===== src/rtl/bpsk_demod.sv =====
// bpsk_demod: coherent BPSK demodulator.
//
// Multiplies each accepted received sample by the local carrier, integrates the
// products over one symbol and decides the bit from the sign of the correlation.
// Two-stage pipeline:
//   stage 1 registers the full-width product with valid and last-of-symbol flags;
//   stage 2 accumulates it and makes the decision on the last product.
//
// Ports:
//   clk_sig        in   sample clock
//   rst_n          in   asynchronous active-low reset
//   en_sig         in   sample strobe; rx_sig, carrier_sig and sync_sig sampled when high
//   rx_sig         in   received sample, signed SAMPLE_W
//   carrier_sig    in   local reference carrier, signed SAMPLE_W
//   sync_sig       in   first sample of a symbol (qualified by en_sig)
//   bit_sig        out  decided bit (1 when correlation >= 0)
//   bit_valid_sig  out  one-cycle pulse when bit_sig/metric_sig are updated
//   metric_sig     out  signed correlation of the last completed symbol
//   lock_sig       out  lock indication
//
// Optional feature: define BPSK_DEMOD_LOCK_DET_EN to build the lock detector;
// otherwise lock_sig is tied to 0.

module bpsk_demod #(
  parameter int     SAMPLE_W      = 16,
  parameter int     SAMPS_PER_SYM = 256,
  parameter int     ACC_W         = 2 * SAMPLE_W + $clog2(SAMPS_PER_SYM),
  parameter longint LOCK_THRESH   = 64'sd1 << 30,
  parameter int     LOCK_CNT      = 8
) (
  input  logic                       clk_sig,
  input  logic                       rst_n,
  input  logic                       en_sig,
  input  logic signed [SAMPLE_W-1:0] rx_sig,
  input  logic signed [SAMPLE_W-1:0] carrier_sig,
  input  logic                       sync_sig,
  output logic                       bit_sig,
  output logic                       bit_valid_sig,
  output logic signed [ACC_W-1:0]    metric_sig,
  output logic                       lock_sig
);

  localparam int IdxW  = $clog2(SAMPS_PER_SYM);
  localparam int ProdW = 2 * SAMPLE_W;

  typedef enum logic [0:0] {StIdle, StRun} state_e;

  state_e                   state_q;
  logic [IdxW-1:0]          idx_q;
  logic signed [ProdW-1:0]  prod_q;
  logic                     prod_valid_q;
  logic                     prod_last_q;
  logic signed [ACC_W-1:0]  acc_q;
  logic                     bit_q;
  logic                     bit_valid_q;
  logic signed [ACC_W-1:0]  metric_q;

  logic                     start;
  logic                     accept;
  logic                     resync;
  logic                     last_d;
  logic                     decide;
  logic signed [ProdW-1:0]  prod_d;
  logic signed [ACC_W-1:0]  prod_ext;
  logic signed [ACC_W-1:0]  sum;

  always_comb begin
    start    = en_sig && sync_sig;
    accept   = en_sig && (sync_sig || (state_q == StRun));
    // A sync while running aborts the partial symbol, including any product in stage 1.
    resync   = start && (state_q == StRun);
    // A sync sample is always index 0, so it can never close a symbol.
    last_d   = !start && (idx_q == IdxW'(SAMPS_PER_SYM - 1));
    prod_d   = rx_sig * carrier_sig;
    prod_ext = {{(ACC_W - ProdW){prod_q[ProdW-1]}}, prod_q};
    sum      = acc_q + prod_ext;
    decide   = !resync && prod_valid_q && prod_last_q;
  end

  always_ff @(posedge clk_sig or negedge rst_n) begin
    if (!rst_n) begin
      state_q      <= StIdle;
      idx_q        <= '0;
      prod_q       <= '0;
      prod_valid_q <= 1'b0;
      prod_last_q  <= 1'b0;
      acc_q        <= '0;
      bit_q        <= 1'b0;
      bit_valid_q  <= 1'b0;
      metric_q     <= '0;
    end else begin
      bit_valid_q <= 1'b0;
      if (start) begin
        state_q <= StRun;
      end

      // Stage 1: valid only follows accepted samples, so en_sig low drains it.
      prod_valid_q <= accept;
      if (accept) begin
        prod_q      <= prod_d;
        prod_last_q <= last_d;
        idx_q       <= start ? IdxW'(1) : idx_q + IdxW'(1);
      end

      // Stage 2
      if (resync) begin
        acc_q <= '0;
      end else if (prod_valid_q) begin
        if (prod_last_q) begin
          metric_q    <= sum;
          bit_q       <= ~sum[ACC_W-1];
          bit_valid_q <= 1'b1;
          acc_q       <= '0;
        end else begin
          acc_q <= sum;
        end
      end
    end
  end

  assign bit_sig       = bit_q;
  assign bit_valid_sig = bit_valid_q;
  assign metric_sig    = metric_q;

`ifdef BPSK_DEMOD_LOCK_DET_EN
  localparam int                 CntW    = $clog2(LOCK_CNT + 1);
  localparam logic [ACC_W-1:0]   LockThr = ACC_W'(LOCK_THRESH);

  logic [CntW-1:0]  good_cnt_q;
  logic [CntW-1:0]  good_cnt_d;
  logic [ACC_W-1:0] sum_mag;
  logic             good;
  logic             lock_q;

  always_comb begin
    // Unsigned magnitude: the most negative sum still maps to its true magnitude.
    sum_mag    = sum[ACC_W-1] ? $unsigned(-sum) : $unsigned(sum);
    good       = sum_mag >= LockThr;
    good_cnt_d = (good_cnt_q == CntW'(LOCK_CNT)) ? good_cnt_q : good_cnt_q + CntW'(1);
  end

  always_ff @(posedge clk_sig or negedge rst_n) begin
    if (!rst_n) begin
      good_cnt_q <= '0;
      lock_q     <= 1'b0;
    end else if (decide) begin
      if (good) begin
        good_cnt_q <= good_cnt_d;
        lock_q     <= (good_cnt_d == CntW'(LOCK_CNT));
      end else begin
        good_cnt_q <= '0;
        lock_q     <= 1'b0;
      end
    end
  end

  assign lock_sig = lock_q;
`else
  logic unused_decide;
  assign unused_decide = decide;
  assign lock_sig      = 1'b0;
`endif

endmodule

===== config.mk =====
export PLATFORM = sky130hd
export DESIGN_NAME = bpsk_demod
export DESIGN_NICKNAME = d
export VERILOG_FILES = /design/src/rtl/bpsk_demod.sv
export SDC_FILE = /design/constraint.sdc
export NUM_CORES = 1
export LEC_CHECK = 0
export ABC_AREA = 1
export CAP_MARGIN = 10
export CORE_ASPECT_RATIO = 0.5
export CORE_MARGIN = 4
export CORE_UTILIZATION = 43
export DETAILED_ROUTE_END_ITERATION = 8
export PLACE_DENSITY_LB_ADDON = 0.2
export REMOVE_ABC_BUFFERS = 1
export SYNTH_ARGS = -nofsm -noshare
export SYNTH_HDL_FRONTEND = slang
export SYNTH_SLANG_ARGS = --single-unit

===== constraint.sdc =====
create_clock -name clk_sig -period 2.07 [get_ports clk_sig]
set_clock_uncertainty 0.2 [all_clocks]
set_input_delay 0.414 -clock clk_sig [delete_from_list [all_inputs] [get_ports clk_sig]]
set_output_delay 0.414 -clock clk_sig [all_outputs]
set_load 0.05 [all_outputs]

* Word-level counts from Yosys, hierarchy flattened
Index checks and enable logic that the tools add are counted.
Widths: inputs -> output; s select.
** Operators by class
- Div/mod/pow operators :: 0
- Multipliers :: 1
- Add/sub/neg operators :: 2
- Muxes and demuxes :: 7
- Equality and inequality tests :: 1
- $lt $le $gt $ge :: 0
- Bitwise gates (word level) :: 2
- Shift-type cells :: 0
- Reductions and logical operators :: 8
** Operators by type and width (count)
- $mux 40 :: 3
- $add 40x32->40 :: 1
- $mul 16x16->32 :: 1
- $add 8x1->8 const B :: 1
- $eq 8x8->1 const B :: 1
- $mux 8 :: 1
- $logic_and 1x1->1 :: 4
- $mux 1 :: 3
- $reduce_and 3->1 :: 1
- $not 1->1 :: 2
- $reduce_bool 2->1 :: 1
- $logic_not 1->1 :: 1
- $logic_or 1x1->1 :: 1
** Storage, ports and cells
- Memory bits (writable) :: 0
- Input bits :: 36
- Memories :: 0
- Output and inout bits :: 43
- Register bits after elaboration :: 125
- Logic and storage cells :: 30
- Bits in latches :: 0
- Memory bits (read-only) :: 0

* Depth between registers and ports, before layout
- Depth in word-level cells :: 4
- Depth in mapped cells :: 29
- Depth with buffers taken out :: 27

* Least setup slack after synthesis
No wires, ideal clock.
- Path kind :: input port to flip-flop
- Start point :: in carrier_sig[5]
- End point :: reg prod_q[27]
- Required time :: 1.752 ns
- Slack :: -3.746 ns
- Library setup time :: 0.118 ns
- Path buffers :: 2
- Stages :: 22
- Arrival :: 5.498 ns
- Cells stage by stage :: clkbuf_1 -> clkbuf_1 -> nand2_1 -> fa_1 -> inv_1 -> fa_1 -> inv_1 -> fa_1 -> fa_1 -> fa_1 -> fa_1 -> inv_1 -> ha_1 -> nand2_1 -> nor2_1 -> inv_1 -> nor3_1 -> o21ai_0 -> nand3_1 -> nand2_1 -> nand3_1 -> nand2_1
** Between the ends
- Cells in the longest elaborated chain, start to end :: 1
** RTL lines
- start: declaration :: line 35 : input logic signed [SAMPLE_W-1:0] carrier_sig,
- $mul 16x16->32 :: line 74 : prod_d = rx_sig * carrier_sig;
- end signal: assignment :: line 100 : prod_q <= prod_d;
- end: declaration :: line 50 : logic signed [ProdW-1:0] prod_q;
Every way passes these cells.
A chain may end at the register's enable or synchronous reset.

* Worst setup path after layout
- Start point :: in rx_sig[15]
- End point :: reg prod_q[23]
** Between the ends
- Cells in the longest elaborated chain, start to end :: 1
** RTL lines
- start: declaration :: line 34 : input logic signed [SAMPLE_W-1:0] rx_sig,
- $mul 16x16->32 :: line 74
Every way passes these cells.

==> metrics <==
initial core utilization=44.0%; largest net degree at the start of global routing=57; final RePlAce weighted congestion=0.936; post-synthesis cell count=2612; Hold Path Class=input port to asynchronous set/reset pin; Worst-Skew Late Latency=0.44 ns; failing checks=negative setup slack; Vias=18200; largest family of logic cells by synthesized area=adder cells; drt drc=0; Data arrival, critical path=5.40 ns; Adder-Cell Fraction of Synth Area=36.4%; WP data required=2.22 ns; clock tree buffer depth=2; status=finished, violations left; initial antenna violation count=0; most common cell after layout, fill and taps aside=nand2_1; Final Hold Viols=0; vias per std cell=4.99; Synth Area in Simple Gates=27.2%; Setup Viol. Count Final=87; total clock sinks=125; Seq cells post-synth=125; Slew Viols, Final=0; n_diodes=0; Core ar.=0.0424 mm²; compound-gate portion of the synthesized area=3.91%; post-layout util=66.8%; cell chosen for the clock root=clkbuf_16; dpl cells=3475; worst reg2reg path endpoint=acc_q[35]; async set or reset register ratio after synthesis=100%; Die ar.=0.0470 mm²; DP HPWL=44.1 mm; share of cells above drive strength 1=40.8%; synthesized cell area=0.0187 mm²; die width=303 µm; PnR worst setup slack=-3.18 ns; Setup Crit Path Kind=input port to flop; Non-Filler Instances=3649; antenna viol nets, final=0; crit path time final=5.25 ns; Post-synth top flop=dfrtp_1; # IOs=79; nets=3480; Routed WL=63.4 mm; Avg Cell Area, Syn=7.15 µm²; CTS Buf Count=17; Post-Synth XOR/XNOR Area=1.36%; Yosys Warn Count=0; Die Ht=155 µm; initial DRC count=1263; startpoint types=input port; Routed wire per std cell=17.4 µm; DRT Pass-1 Iters=5; H-Tree Depth=4; hold slack=0.214 ns; CTS tree=yes; Total GRT Usage=26.2%; part of the cycle the worst path needs=254%; top cell type's share of synthesized area=28.2%; crit path capture type=flop; CP max FO=5; Post-synth EDFFs=0; Worst R2R Start=prod_q[31]; Area contributors post-synth=fa_1 28%, nand2_1 18%, dfrtp_1 17%; Yosys cell types=39; RSZ-0062 raised after global routing=true; multiplexer area fraction after synthesis=0%; commonest cells after routing, fill and taps aside=645 x nand2_1, 532 x inv_1, 342 x buf_4; gr ovfl total=0; cell taking the most area after synthesis=fa_1; fmax=0.190 GHz; Reg2Reg Setup Slack=-0.25 ns; first-pass GRT wire length=97.1 mm; max_cap viols=0; Port Buffers=77; Reg clk slew, reported paths=0.06 ns; setup total negative slack=-84.43 ns; P&R area growth vs syn=51.7%; Seq/Total Area, Yosys=16.7%; vias in the first global route=18500; Site Rows=53; reg2reg path depth=11
timing repair:
item	in CTS	in global routing
hold buffers	1	0
setup buffers	95	43
hold endpoints to repair	69	0
pin swaps	287	291
gates resized for setup	794	398
endpoints found under the setup margin	100	100
cloned	12	0
synthesized netlist by cell type, types with 3 or more instances:
master / number
a21oi_1: 51
a21oi_2: 4
a31oi_1: 4
buf_1: 3
buf_2: 7
clkbuf_1: 68
dfrtp_1: 125
fa_1: 263
ha_1: 122
inv_1: 624
inv_2: 5
nand2_1: 877
nand2_2: 9
nand3_1: 130
nand3_2: 3
nand3b_1: 19
nand4_1: 29
nor2_1: 119
nor2_2: 15
nor3_1: 10
nor3_2: 3
o21ai_0: 48
o21ai_1: 7
o21bai_1: 10
or2_1: 5
or2_2: 8
xnor2_1: 20
xor2_1: 9
area by class of cell:
cell class / instances / area, µm²
Multi-Input combinational cell: 1778 / 16600
Fill cell: 3318 / 14100
Timing Repair Buffer: 508 / 4910
Sequential cell: 125 / 3140
Inverter: 629 / 2370
Tap cell: 577 / 722
Clock buffer: 20 / 457
Clock inverter: 12 / 138
flip-flops by register name, summed over array words and instances, names as in the netlist:
register / count
state_q: 1
bit_sig: 1
acc_q: 40
prod_valid_q: 1
metric_sig: 40
idx_q: 8
prod_q: 32
bit_valid_sig: 1
prod_last_q: 1
worst max-delay path, cell delays in order:
cell     delay, ns
buf_8         0.10
buf_6         0.12
buf_12        0.13
nand2_8       0.06
inv_4         0.04
fa_1          0.56
inv_2         0.04
fa_1          0.48
inv_1         0.06
fa_1          0.51
inv_2         0.04
fa_1          0.55
fa_2          0.46
fa_1          0.54
inv_2         0.05
ha_4          0.26
nand2_4       0.09
inv_1         0.05
nand2_1       0.08
nand2_2       0.10
nand2_2       0.11
nand3_4       0.08
buf_6         0.12
inv_2         0.05
nand4_1       0.08
a31oi_1       0.20
per-stage QoR:
| stage | setup WS [ns] | area, µm² |
|---|---|---|
| 2_1_floorplan | -3.42 | 18400 |
| 3_3_place_gp | -4.22 | 22200 |
| 3_5_place_dp | -4.25 | 22200 |
| 4_1_cts | -3.14 | 26600 |
| 5_1_grt | -3.36 | 28300 |
| 6_report | -3.18 | 28300 |
kinds of logic (layout without fill, tap and decap cells):
group | Yosys count | after routing
buffers and inverters | 709 | 1169
AOI/OAI and AO/OA | 132 | 132
xor gates and xnor gates | 29 | 29
adders and majority gates | 385 | 385
DFF | 125 | 125
other | 1 | 1
and+or+nand+nor | 1231 | 1231
how the worst max path moves through the flow:
stage	startpoint	end	slack (ns)	cells after the start
2_1_floorplan	rx_sig[15]	prod_q[27]	-3.42	20
3_3_place_gp	carrier_sig[4]	prod_q[22]	-4.22	23
3_5_place_dp	carrier_sig[4]	prod_q[22]	-4.25	23
4_1_cts	rx_sig[15]	prod_q[29]	-3.14	24
5_1_grt	rx_sig[15]	prod_q[30]	-3.36	23
6_report	rx_sig[15]	prod_q[23]	-3.18	26
metal layers:
metal / track usage, % / vias to the layer above / share of wire, % / wire length [µm]
li1: - / 8600 / - / -
met2: 44.7 / 548 / 49 / 30800
met1: 35.0 / 8920 / 43 / 27400
met3: 2.79 / 156 / 4.6 / 2940
met4: 8.82 / 0 / 3.6 / 2260
met5: 0 / - / 0 / 0
Power is left out: the tool's default activity adds up to more than one toggle a clock period on the data nets, which glitch-free logic cannot reach.
